===== config.mk =====
export PLATFORM = sky130hd
export DESIGN_NAME = counter_arbiter
export DESIGN_NICKNAME = d
export VERILOG_FILES = /design/src/rtl/counter_arbiter.sv
export SDC_FILE = /design/constraint.sdc
export NUM_CORES = 1
export LEC_CHECK = 0
export ABC_AREA = 1
export CAP_MARGIN = 30
export CORE_MARGIN = 4
export CORE_UTILIZATION = 40
export CTS_CLUSTER_SIZE = 10
export DETAILED_ROUTE_END_ITERATION = 12
export PLACE_DENSITY = 0.61
export SKIP_CTS_REPAIR_TIMING = 1
export SYNTH_ARGS = -nofsm -noshare
export SYNTH_HDL_FRONTEND = slang
export SYNTH_SLANG_ARGS = --single-unit

===== constraint.sdc =====
create_clock -name clk -period 1.85 [get_ports clk]
set_input_delay 0.2775 -clock clk [delete_from_list [all_inputs] [get_ports clk]]
set_output_delay 0.2775 -clock clk [all_outputs]
set_load 0.02 [all_outputs]

===== src/rtl/counter_arbiter.sv =====
// rtl/counter_arbiter.sv - round-robin arbiter owning one shared programmable modulo counter
// Grants the counter to one requester at a time and reports completion or abort with a pulse.
module counter_arbiter #(
  parameter  int SIZE = 3,
  parameter  int NREQ = 4,
  localparam int IDW  = $clog2(NREQ)
) (
  input  logic                 clk,
  input  logic                 reset,
  input  logic [NREQ-1:0]      req,
  input  logic [NREQ*SIZE-1:0] maxval,
  output logic [NREQ-1:0]      gnt,
  output logic                 busy,
  output logic [SIZE-1:0]      count,
  output logic                 done,
  output logic [IDW-1:0]       done_id,
  output logic                 abort
);

  typedef enum logic {IDLE, RUN} state_t;

  state_t          state_q;
  logic [IDW-1:0]  ptr_q;
  logic [IDW-1:0]  owner_q;
  logic [SIZE-1:0] mreg_q;
  logic [NREQ-1:0] gnt_q;
  logic            busy_q;
  logic [SIZE-1:0] count_q;
  logic            done_q;
  logic [IDW-1:0]  done_id_q;
  logic            abort_q;

  logic [IDW-1:0]  win_idx;
  logic [IDW:0]    cand;
  logic            found;
  logic [IDW-1:0]  ptr_d;

  // Rotating first-match search starting at ptr_q; cand is kept below NREQ for any NREQ.
  always_comb begin
    win_idx = ptr_q;
    found   = 1'b0;
    cand    = '0;
    for (int k = 0; k < NREQ; k++) begin
      cand = {1'b0, ptr_q} + (IDW+1)'(k);
      if (cand >= (IDW+1)'(NREQ)) begin
        cand = cand - (IDW+1)'(NREQ);
      end
      if (!found && req[cand[IDW-1:0]]) begin
        found   = 1'b1;
        win_idx = cand[IDW-1:0];
      end
    end
  end

  assign ptr_d = (owner_q == IDW'(NREQ-1)) ? '0 : owner_q + 1'b1;

  always_ff @(posedge clk or negedge reset) begin
    if (!reset) begin
      state_q   <= IDLE;
      ptr_q     <= '0;
      owner_q   <= '0;
      mreg_q    <= '0;
      gnt_q     <= '0;
      busy_q    <= 1'b0;
      count_q   <= '0;
      done_q    <= 1'b0;
      done_id_q <= '0;
      abort_q   <= 1'b0;
    end else begin
      done_q  <= 1'b0;
      abort_q <= 1'b0;
      case (state_q)
        IDLE: begin
          if (|req) begin
            state_q <= RUN;
            owner_q <= win_idx;
            gnt_q   <= NREQ'(1) << win_idx;
            busy_q  <= 1'b1;
            mreg_q  <= maxval[win_idx*SIZE +: SIZE];
            count_q <= '0;
          end
        end
        RUN: begin
          // Completion wins over a request dropped in the final cycle.
          if (count_q == mreg_q) begin
            state_q   <= IDLE;
            gnt_q     <= '0;
            busy_q    <= 1'b0;
            count_q   <= '0;
            done_q    <= 1'b1;
            done_id_q <= owner_q;
            ptr_q     <= ptr_d;
          end else if (!req[owner_q]) begin
            state_q   <= IDLE;
            gnt_q     <= '0;
            busy_q    <= 1'b0;
            count_q   <= '0;
            abort_q   <= 1'b1;
            done_id_q <= owner_q;
            ptr_q     <= ptr_d;
          end else begin
            count_q <= count_q + 1'b1;
          end
        end
        default: state_q <= IDLE;
      endcase
    end
  end

  assign gnt     = gnt_q;
  assign busy    = busy_q;
  assign count   = count_q;
  assign done    = done_q;
  assign done_id = done_id_q;
  assign abort   = abort_q;

endmodule


# Yosys cells after proc, flatten, opt, wreduce, memory -nomap -nowiden
# Cells that the tools add are included.
dict set report totals {
  input_bits 18
  elab_cells 94
  reg_bits 20
  out_inout_bits 12
}
dict set report op_classes {
  addsub 9
  reduce_logical 10
  n_mul 1
  n_lt_le_gt_ge 9
  eq_ne 5
  n_shift 2
  bitwise 1
  n_mux 47
}
# op n
set ops {}
lappend ops {{$mux W2} 13}
lappend ops {{$mux W1} 19}
lappend ops {{$lt A2 B3 Y1 const B} 5}
lappend ops {{$mux W4} 3}
lappend ops {{$shiftx A12 B5 Y3} 1}
lappend ops {{$bmux W1 S2} 5}
lappend ops {{$ge A3 B3 Y1 const B} 3}
lappend ops {{$mux W3} 3}
lappend ops {{$pmux W4 S2} 1}
lappend ops {{$sub A2 B1 Y2 const B} 4}
lappend ops {{$add A2 B2 Y3 const B} 2}
lappend ops {{$pmux W3 S2} 1}
lappend ops {{$reduce_and A2 Y1} 3}
lappend ops {{$mul A2 B2 Y4 const B} 1}
lappend ops {{$ne A2 B2 Y1 const B} 2}
lappend ops {{$pmux W1 S2} 2}
lappend ops {{$reduce_or A4 Y1} 1}
lappend ops {{$shl A1 B2 Y4 const A} 1}
lappend ops {{$add A2 B1 Y3 const B} 1}
lappend ops {{$add A3 B1 Y3 const B} 1}
lappend ops {{$eq A3 B3 Y1} 1}
lappend ops {{$ge A2 B3 Y1 const B} 1}
lappend ops {{$logic_and A1 B1 Y1} 3}
lappend ops {{$logic_not A1 Y1} 3}
lappend ops {{other kinds (4)} 4}

# Longest topological paths before layout
# Gate-level depths: netlist (run 1).
dict set report logic_depth {
  word_depth 17
  depth_mapped 16
  ltp_nobuf 15
}

# Worst setup path before layout (run 1)
# No wires, ideal clock.
dict set report synth_timing {
  kind {flip-flop to flip-flop}
  start {reg ptr_q[1]}
  end {reg mreg_q[0]}
  required_ns 1.733
  setup_slack_ns 0.275
  arrival_time_ns 1.458
  period_less_slack_ns 1.575
  stages_incl_launch_ff 16
  cell_sequence {dfrtp_1 > buf_4 > inv_2 > nand2_2 > nand2_4 > nand2_1 > nand2_2 > nand2_4 > nor2_8 > nand2_2 > nand3_1 > nand2_1 > nand2_1 > nand2_1 > nand2_1 > nand2_1}
}
dict set report synth_between {
  elab_chain_len 16
  elab_cells_between_ends 38
  cone_classes {7 x add/sub; 1 x mul; 4 x order compare; 1 x shift; 19 x mux; 6 x reduce/logical}
}
# item line_no
set synth_lines {}
lappend synth_lines {{start, declared} 23} ;# logic [IDW-1:0] ptr_q;
lappend synth_lines {{start signal, assigned} 92} ;# ptr_q <= ptr_d;
lappend synth_lines {{start signal, assigned} 100} ;# ptr_q <= ptr_d;
lappend synth_lines {{parallel branches: the longest is 13 deep, another holds $add A2 B1 Y3} --}
lappend synth_lines {{$mux W2 (*)} 48} ;# if (!found && req[cand[IDW-1:0]]) begin
lappend synth_lines {{$mul A2 B2 Y4 (*)} 79} ;# mreg_q <= maxval[win_idx*SIZE +: SIZE];
lappend synth_lines {{$shiftx A12 B5 Y3 (*)} 79}
lappend synth_lines {{end signal, assigned} 79}
lappend synth_lines {{end, declared} 25} ;# logic [SIZE-1:0] mreg_q;
# Every way passes the cells marked *. The select of a mux whose other input is x is not followed.
# A chain may end at the register's enable or synchronous reset.

# Final worst setup path (run 1)
dict set report layout_timing {
  start {reg ptr_q[0]}
  end {reg gnt_q[1] (netlist: gnt[1])}
}
dict set report layout_between {
  elab_chain_len 17
  elab_cells_between_ends 39
  cone_classes {7 x add/sub; 4 x order compare; 1 x shift; 21 x mux; 6 x reduce/logical}
}
# item line_no
set layout_lines {}
lappend layout_lines {{parallel branches: the longest is 13 deep, another holds $add A2 B1 Y3} --}
lappend layout_lines {{$mux W2 (*)} 48}
lappend layout_lines {{$shl A1 B2 Y4 (*)} 77} ;# gnt_q <= NREQ'(1) << win_idx;
lappend layout_lines {{$mux W4 (*)} 74} ;# if (|req) begin
lappend layout_lines {{$pmux W4 S2 (*)} 72} ;# case (state_q)
lappend layout_lines {{end signal, assigned} 77}
lappend layout_lines {{end, declared} 26} ;# logic [NREQ-1:0] gnt_q;
# Marked as above.

==> results of run 1 <==
metal layers:
metal	up-vias	routed length (um)	part of all wire, %	GRT usage, %
met5	-	0	0	0
met4	0	70	1.9	4.47
met3	6	58	1.6	1.31
met2	14	1850	51	29.2
met1	653	1620	45	18.1
li1	729	-	-	-
placed cells by master (no fill, tap or decap), types with 4 or more instances in the layout:
cell              n
buf_4            16
clkdlybuf4s50_1  28
dfrtp_1          18
inv_1            11
inv_4             4
nand2_1          65
nand2_2          20
nand2_4          14
nand3_1          21
nand3_2           8
nor2_1            4
o21ai_0           7
area by class of cell:
cell class | count | area share [%]
tap | 46 | 2.79
multi-input combinational | 158 | 46.7
clock buffer | 4 | 1.76
timing repair inverter | 1 | 0.303
sequential | 20 | 24.4
timing repair buffer | 46 | 20.5
inverter | 16 | 3.52
metrics by stage:
step,hold slack [ns],util (%),instances,worst slack [ns]
final,0.304,60.4,291,0.102
after global routing,0.315,60.4,291,-0.0406
after global placement,0.455,54.5,280,-0.123
after detailed placement,0.473,54.5,280,-0.179
after CTS,0.305,55.5,284,0.0138
after floorplan,-0.0181,-,197,0.275
registers in the layout, indices dropped and copies added, names as in the netlist:
| signal | cells |
|---|---|
| gnt | 4 |
| count | 3 |
| mreg_q | 3 |
| done_id | 2 |
| owner_q | 2 |
| ptr_q | 2 |
| abort | 1 |
| busy | 1 |
| done | 1 |
| state_q | 1 |
kinds of logic after synthesis:
family,share of synthesized area [%]
XOR/XNOR,2.41
AO/OA/AOI/OAI,6.01
flip-flops,34.4
AND/OR/NAND/NOR,49.2
buffers and inverters,6.27
adder cells (fa/ha/maj),1.72
critical path, delay by kind of cell (launching register included):
family                 cells  cell delay [ns]
and+or+nand+nor           12             0.87
buffers and inverters      2             0.30
DFF                        1             0.49
power breakdown:
group          total [uW]  internal, uW  switching [uW]
sequential            782           622             160
clock                 245           120             125
combinational        2890          1150            1740
total                3920          1900            2020
worst paths after layout:
kind,from,to,slack (ns),depth (start not counted)
setup / recovery,ptr_q[0]$_DFFE_PN0P_,gnt[1]$_DFFE_PN0P_,0.10,14
hold / removal,reset,owner_q[1]$_DFFE_PN0P_,0.30,2
setup reg to reg,ptr_q[0]$_DFFE_PN0P_,gnt[1]$_DFFE_PN0P_,0.10,14
hold reg to reg,busy$_DFFE_PN0P_,busy$_DFFE_PN0P_,0.50,2
max in group asynchronous,reset,ptr_q[1]$_DFFE_PN0P_,1.33,2
min in group clk,busy$_DFFE_PN0P_,busy$_DFFE_PN0P_,0.50,2
==> run summary, run 1 <==
Status: complete, no violations
Synth area leaders: dfrtp_1 (34%), nand2_1 (19%), nand3_1 (9.6%)
Final Max Slew Viols: 0
Worst skew pair latency: 0.29 ns
CP max stage cell: dfrtp_2
Die width: 68.3 um
Slew headroom: 80.5%
Final WL: 3.60 mm
Largest area contributor in the netlist: dfrtp_1
Design Area, Final: 2060 um2
DRC: 0
Setup Viol. Count Final: 0
Drt pass-1 iters: 4
Total global routing overflow: 0
Max-cap violations: 0
Max Freq: 572 MHz
Fill count: 315
Gpl congestion: 0.842
Starting Density: 42.6%
LEAKAGE: 0.00108 uW
Crit-path cells: buf_6, nand2_4, nand2_4, nand2_2, nand2_2, nand2_2, nand2_1, nand2_1, nand2_1, nand3_2, nand2_2, buf_4, nand3_1, nand2_1
Area of the multi-input gates: 965 um2
Post-DP HPWL: 2.78 mm
Worst Setup End Kind: flip-flop
Flip-flop and latch area: 503 um2
TritonCTS clock tree: yes
Setup Skew: 0.00527 ns
I/O Buffers: 29
Sequential element share of the synthesized area: 34.4%
Std-Cell Rows: 21
Reg clk slew, reported paths: 0.11 ns
First-pass GRT wire length: 5.58 mm
Root Buffer: clkbuf_4
Syn Inst Count: 197
Vias: 1402
Fraction of layout cells with a size suffix above 1: 31.0%
Total power draw: 3920 uW
Initial antenna violation count: 0
Startpoint Class: flip-flop
EDFF count, synth: 0
IO Count: 30
Largest net degree at the start of global routing: 21
Tightest Pin Transition: 0.291 ns
Post-synth top flop: dfrtp_1
Fin crit period: 1.75 ns
DP Area: 1860 um2
DRT iter0 DRCs: 48
Synth cell count leaders: nand2_1 (74), nand3_1 (28), dfrtp_1 (20), nand2_2 (18), inv_1 (11)
Synth async-reset ratio: 100%
Power Density: 1900 nW/um2
Syn nets: 217
Final period util: 94.5%
CTS H-tree lvls: 1
Number of global-route vias before repair: 1349
Syn avg cell area: 7.39 um2
Cell with the most instances after synthesis: nand2_1
Hold Path Class: input port to asynchronous set/reset pin
DR WL/cell: 12.4 um
Critical path class: flip-flop to flip-flop
GRT Util Overall: 15.4%
Clock Tree Buf Depth: 2
Die Y: 68.3 um
Critical path fanouts, max: 6
Hold Vio Cnt, Final: 0
Core area: 3420 um2
Share of the synthesized area in the top cell type: 34.4%
Arr. time, crit path: 1.94 ns
Total CTS buffers: 3
Vias/cell: 4.82
DIE AREA: 4670 um2
Synth unique cells: 27
Synth warn: 0
RSZ-0062 raised after global routing: true
CP required: 2.04 ns
Yosys reg bits: 20
Routed Antenna Nets: 0
Maximum VDD drop: 0.867 mV
N_diodes: 0
CTS Sinks: 20
Layout area overhead: 41.8%
CP max stage delay: 0.49 ns
Layout Nets: 266
Mapped Area: 1460 um2
Setup TNS: 0 ns
(Power assumes the default switching activity.)
==> run 2: changes to the inputs <==
- CTS_BUF_LIST: default -> sky130_fd_sc_hd__clkbuf_16
==> run 2 against run 1 <==
Worst hold slack better by 0.059 ns. Core utilization up 2.6 points. Non-clock buffer count unchanged. Power up 8.0%. Global-route usage up 0.27 points. Maximum frequency up 0.54%. Setup slack better by 0.0094 ns. Critical endpoint is now mreg_q[1]$_DFFE_PN0P_.
==> run summary, run 2 (synthesis gave the netlist of run 1 again) <==
Status: complete, no violations
Layout area overhead: 47.9%
Routed Antenna Nets: 0 (unchanged)
Switching part of the total: 50.1% (-1.5 points)
Worst skew pair latency: 0.25 ns (-0.04 ns)
Setup Viol. Count Final: 0 (unchanged)
Number of global-route vias before repair: 1368 (+1.4%)
Critical R2R Launch: ptr_q[0]$_DFFE_PN0P_
DRT iter0 DRCs: 59 (+23%)
Max Freq: 575 MHz (+0.54%)
Maximum VDD drop: 0.988 mV (+14%)
Post-place setup slack: -0.179 ns (unchanged)
Critical path class: flip-flop to flip-flop
Die Y: 68.3 um (unchanged)
Layout Nets: 266 (unchanged)
CTS Sinks: 20 (unchanged)
Pint: 2110 uW (+11%)
Largest register FFs: 4 (unchanged)
IO Count: 30 (unchanged)
Total global routing overflow: 0 (unchanged)
Post-DP HPWL: 2.78 mm (unchanged)
Final WL: 3.70 mm (+2.7%)
Drt pass-1 iters: 5 (+1)
Final Max Slew Viols: 0 (unchanged)
NetSw: 2120 uW (+4.9%)
Root Buffer: clkbuf_16
Final period util: 94.0% (-0.51 points)
Core area: 3420 um2 (unchanged)
Total CTS buffers: 3 (unchanged)
Tightest Pin Transition: 0.288 ns (-0.00218 ns)
Most common cell after layout, fill and taps aside: nand2_1
Vias: 1428 (+1.9%)
Slew headroom: 80.7% (+0.15 points)
Worst r2r path cells: 13 (-1)
Gpl congestion: 0.842 (unchanged)
CP required: 1.99 ns (-0.05 ns)
GRT Util Overall: 15.7% (+0.27 points)
DIE AREA: 4670 um2 (unchanged)
Largest net degree at the start of global routing: 21 (unchanged)
Origin of the worst setup path: ptr_q[0]$_DFFE_PN0P_
Power Density: 1970 nW/um2 (+3.6%)
I/O Buffers: 29 (unchanged)
Setup Skew: 0.00350 ns (-0.00177 ns)
Flop2flop setup slack: 0.11 ns (about the same)
DRC: 0 (unchanged)
Vias/cell: 4.91 (+1.9%)
CTS H-tree lvls: 1 (unchanged)
Critical path fanouts, max: 6 (unchanged)
Fin crit period: 1.74 ns (-0.00940 ns)
Arr. time, crit path: 1.88 ns (-0.06 ns)
N_diodes: 0 (unchanged)
Clock Tree Buf Depth: 2 (unchanged)
Starting Density: 42.6% (unchanged)
Fraction of layout cells with a size suffix above 1: 32.7% (+1.6 points)
DR WL/cell: 12.7 um (+2.7%)
TritonCTS clock tree: yes
Worst Setup End Kind: flip-flop
Commonest cells after routing, fill and taps aside: nand2_1 (62), clkdlybuf4s50_1 (26), nand2_2 (20), nand3_1 (19), dfrtp_1 (18)
Total power draw: 4230 uW (+8.0%)
LEAKAGE: 0.00113 uW (+4.8%)
Initial antenna violation count: 0 (unchanged)
Hold Vio Cnt, Final: 0 (unchanged)
Power share of the sequential group: 18.6% (-1.4 points)
Clock power frac: 10.2% (+4.0 points)
First-pass GRT wire length: 5.67 mm (+1.7%)
Reg clk slew, reported paths: 0.05 ns (-0.06 ns)
Logic gate share of total power: 71.2% (-2.6 points)
Crit Reg-Reg Endpoint: mreg_q[1]$_DFFE_PN0P_
Min setup slack post-route: 0.111 ns (+0.00940 ns)
Max-cap violations: 0 (unchanged)
Hold Path Class: input port to asynchronous set/reset pin
Die width: 68.3 um (unchanged)
Final core utilization: 63.0% (+2.6 points)
Startpoint Class: flip-flop
Std-Cell Rows: 21 (unchanged)
run 2: cell type report:
type | count | area, um2
Fill cell | 306 | 1260
Clock inverter | 1 | 3.75
Timing Repair Buffer | 46 | 429
Timing Repair inverter | 1 | 6.26
Tap cell | 46 | 57.6
Clock buffer | 3 | 75.1
Sequential cell | 20 | 503
Inverter | 16 | 72.6
Multi-Input combinational cell | 158 | 1010
run 2: power by group through the flow:
stage	logic (uW)	registers [uW]	clock network [uW]
after floorplan	1770	826	0
after global placement	2460	767	0
after detailed placement	2500	768	0
after CTS	2510	762	444
after global routing	3340	808	465
final	3020	790	430
run 2: worst max-delay path by stage:
stage	slack (ns)	cells past startpoint	to
floorplan	0.27	15	mreg_q[0]$_DFFE_PN0P_
global placement	-0.12	13	mreg_q[0]$_DFFE_PN0P_
detailed placement	-0.18	14	mreg_q[1]$_DFFE_PN0P_
CTS	0.02	14	mreg_q[1]$_DFFE_PN0P_
global route	-0.02	14	mreg_q[1]$_DFFE_PN0P_
finish	0.11	13	mreg_q[1]$_DFFE_PN0P_
run 2: layer usage:
layer | GRT usage (%) | share of wire (%)
met2 | 29.7 | 53
met4 | 4.47 | 1.5
met3 | 1.81 | 2.1
met5 | 0 | 0
met1 | 18.2 | 44
run 2: worst max-delay path, cell delays in order (launching register included):
cell	delay (ns)
dfrtp_2	0.47
buf_6	0.17
nand2_4	0.08
nand3_4	0.10
nand2_8	0.11
nand2_4	0.08
nor2_8	0.15
nand2_4	0.10
nand3_2	0.08
nand2_1	0.05
nand2_1	0.06
nand2_1	0.05
nand2_1	0.06
nand2_1	0.05
run 2: through the flow:
step	cell area, um2	cells	hold WS (ns)	TNS [ns]
after floorplan	1460	197	-0.0181	0
after global placement	1860	280	0.455	-0.599
after detailed placement	1860	280	0.473	-0.923
after CTS	1940	284	0.369	0
after global routing	2150	291	0.390	-0.0290
final	2150	291	0.363	0
==> run 3: changes to the inputs <==
- DONT_BUFFER_PORTS: default -> 1
- PLACE_DENSITY: 0.61 -> 0.5
==> run 3 against run 2 <==
Register-to-register slack better by 0.04 ns. Critical path depth stayed put. Routed wire length fell by 12%. First-iteration DRC count rose by 31%. Clock skew shrank 0.0013 ns. Clock power up 4.9%. Cell area decreased by 23%. Largest cell class unchanged.
==> run summary, run 3 (synthesis gave the netlist of run 1 again) <==
Die Y: 68.3 um (unchanged)
DRT iter0 DRCs: 77 (+31%)
Initial antenna violation count: 0 (unchanged)
Startpoint Class: flip-flop
Fill count: 366 (+20%)
Reg clk slew, reported paths: 0.06 ns (about the same)
Max-cap violations: 0 (unchanged)
Status: complete, no violations
Number of global-route vias before repair: 1100 (-20%)
Vias/cell: 5.09 (+3.7%)
Commonest cells after routing, fill and taps aside: nand2_1 (70), nand3_1 (28), nand2_2 (21), dfrtp_1 (18), inv_1 (11)
Core area: 3420 um2 (unchanged)
DP Area: 1530 um2 (-18%)
DR WL/cell: 13.0 um (+2.2%)
Critical path fanouts, max: 7 (+1)
Vias: 1282 (-10%)
Layout area overhead: 14.0%
Hold Path Class: input port to flip-flop
Layout Nets: 227 (-15%)
N_diodes: 0 (unchanged)
Fraction of layout cells with a size suffix above 1: 25.2% (-7.4 points)
Gpl congestion: 0.773 (-8.2%)
Max Freq: 588 MHz (+2.3%)
Setup Skew: 0.00223 ns (-0.00127 ns)
I/O Buffers: 0 (-100%)
Worst r2r path cells: 13 (unchanged)
Std-Cell Rows: 21 (unchanged)
CP required: 1.99 ns (about the same)
Flip-flop and latch area: 503 um2 (unchanged)
Starting Density: 42.6% (unchanged)
Routed Antenna Nets: 0 (unchanged)
Drt pass-1 iters: 4 (-1)
TritonCTS clock tree: yes
Final Max Slew Viols: 0 (unchanged)
GRT Util Overall: 14.7% (-0.91 points)
Slew headroom: 40.6% (-40 points)
CTS H-tree lvls: 1 (unchanged)
Arr. time, crit path: 1.84 ns (-0.04 ns)
Final core utilization: 48.6% (-14 points)
Final period util: 91.9% (-2.1 points)
Worst Hold Path Cells: 3
LEAKAGE: 0.000887 uW (-22%)
Maximum VDD drop: 0.810 mV (-18%)
Final WL: 3.27 mm (-12%)
Most common cell after layout, fill and taps aside: nand2_1
Largest net degree at the start of global routing: 21 (unchanged)
First-pass GRT wire length: 5.21 mm (-8.1%)
Critical path class: flip-flop to flip-flop
Power Density: 2140 nW/um2 (+9.0%)
DIE AREA: 4670 um2 (unchanged)
CTS Sinks: 20 (unchanged)
Total global routing overflow: 0 (unchanged)
Die width: 68.3 um (unchanged)
Post-DP HPWL: 2.55 mm (-8.1%)
Smallest hold slack: 0.281 ns (-0.0817 ns)
Largest register FFs: 4 (unchanged)
Worst skew pair latency: 0.25 ns (about the same)
Fin crit period: 1.70 ns (-0.0390 ns)
Hold Vio Cnt, Final: 0 (unchanged)
Total CTS buffers: 3 (unchanged)
Setup Viol. Count Final: 0 (unchanged)
Design Area, Final: 1660 um2 (-23%)
Area of the multi-input gates: 880 um2 (-13%)
Clock Tree Buf Depth: 2 (unchanged)
DRC: 0 (unchanged)
Root Buffer: clkbuf_16
Tightest Pin Transition: 0.888 ns (+0.600 ns)
Worst Setup End Kind: flip-flop
IO Count: 30 (unchanged)
[run 3: layer usage]
metal / track usage, % / routed length, um / vias to the layer above
met5: 0 / 0 / -
met4: 5.96 / 44 / 0
met3: 2.96 / 129 / 5
met2: 24.5 / 1680 / 24
met1: 18.5 / 1410 / 602
li1: - / - / 651
[run 3: final cells by class]
type | instances | area share [%]
tap | 46 | 3.47
clock inverter | 1 | 0.226
multi-input combinational | 158 | 53.0
timing repair buffer | 8 | 3.99
inverter | 16 | 4.52
sequential | 20 | 30.3
clock buffer | 3 | 4.52
[run 3: critical path, cell delays in order, from the launching register on]
cell	delay (ns)
dfrtp_2	0.44
buf_6	0.15
nand2_2	0.07
nand3_1	0.12
nand2_4	0.12
nand3_1	0.12
inv_1	0.09
nand2_1	0.06
nand3_2	0.07
nand2_2	0.09
nand2_1	0.08
nand2_1	0.06
nand2_1	0.06
nand2_1	0.05
[run 3: path summary, 6_finish.rpt]
path	startpoint	end	slack [ns]
worst max-delay path	ptr_q[0]$_DFFE_PN0P_	mreg_q[0]$_DFFE_PN0P_	0.15
worst min-delay path	req[3]	count[2]$_DFFE_PN0P_	0.28
worst max register to register	ptr_q[0]$_DFFE_PN0P_	mreg_q[0]$_DFFE_PN0P_	0.15
worst min register to register	mreg_q[1]$_DFFE_PN0P_	mreg_q[1]$_DFFE_PN0P_	0.52
max in group asynchronous	reset	ptr_q[1]$_DFFE_PN0P_	0.65
min in group asynchronous	reset	count[1]$_DFFE_PN0P_	0.59
[run 3: where the power goes]
| group | internal, uW | switching [uW] |
|---|---|---|
| Combinational | 793 | 1420 |
| Clock | 288 | 163 |
| Sequential | 624 | 268 |
[run 3: per-stage QoR]
stage / power (uW) / instances / TNS [ns] / setup WS (ns)
2_1_floorplan: 2600 / 197 / 0 / 0.275
3_3_place_gp: 3000 / 245 / 0 / 0.0679
3_5_place_dp: 3020 / 245 / 0 / 0.0726
4_1_cts: 3480 / 249 / 0 / 0.0589
5_1_grt: 3900 / 252 / -0.0101 / -0.0101
6_report: 3560 / 252 / 0 / 0.150
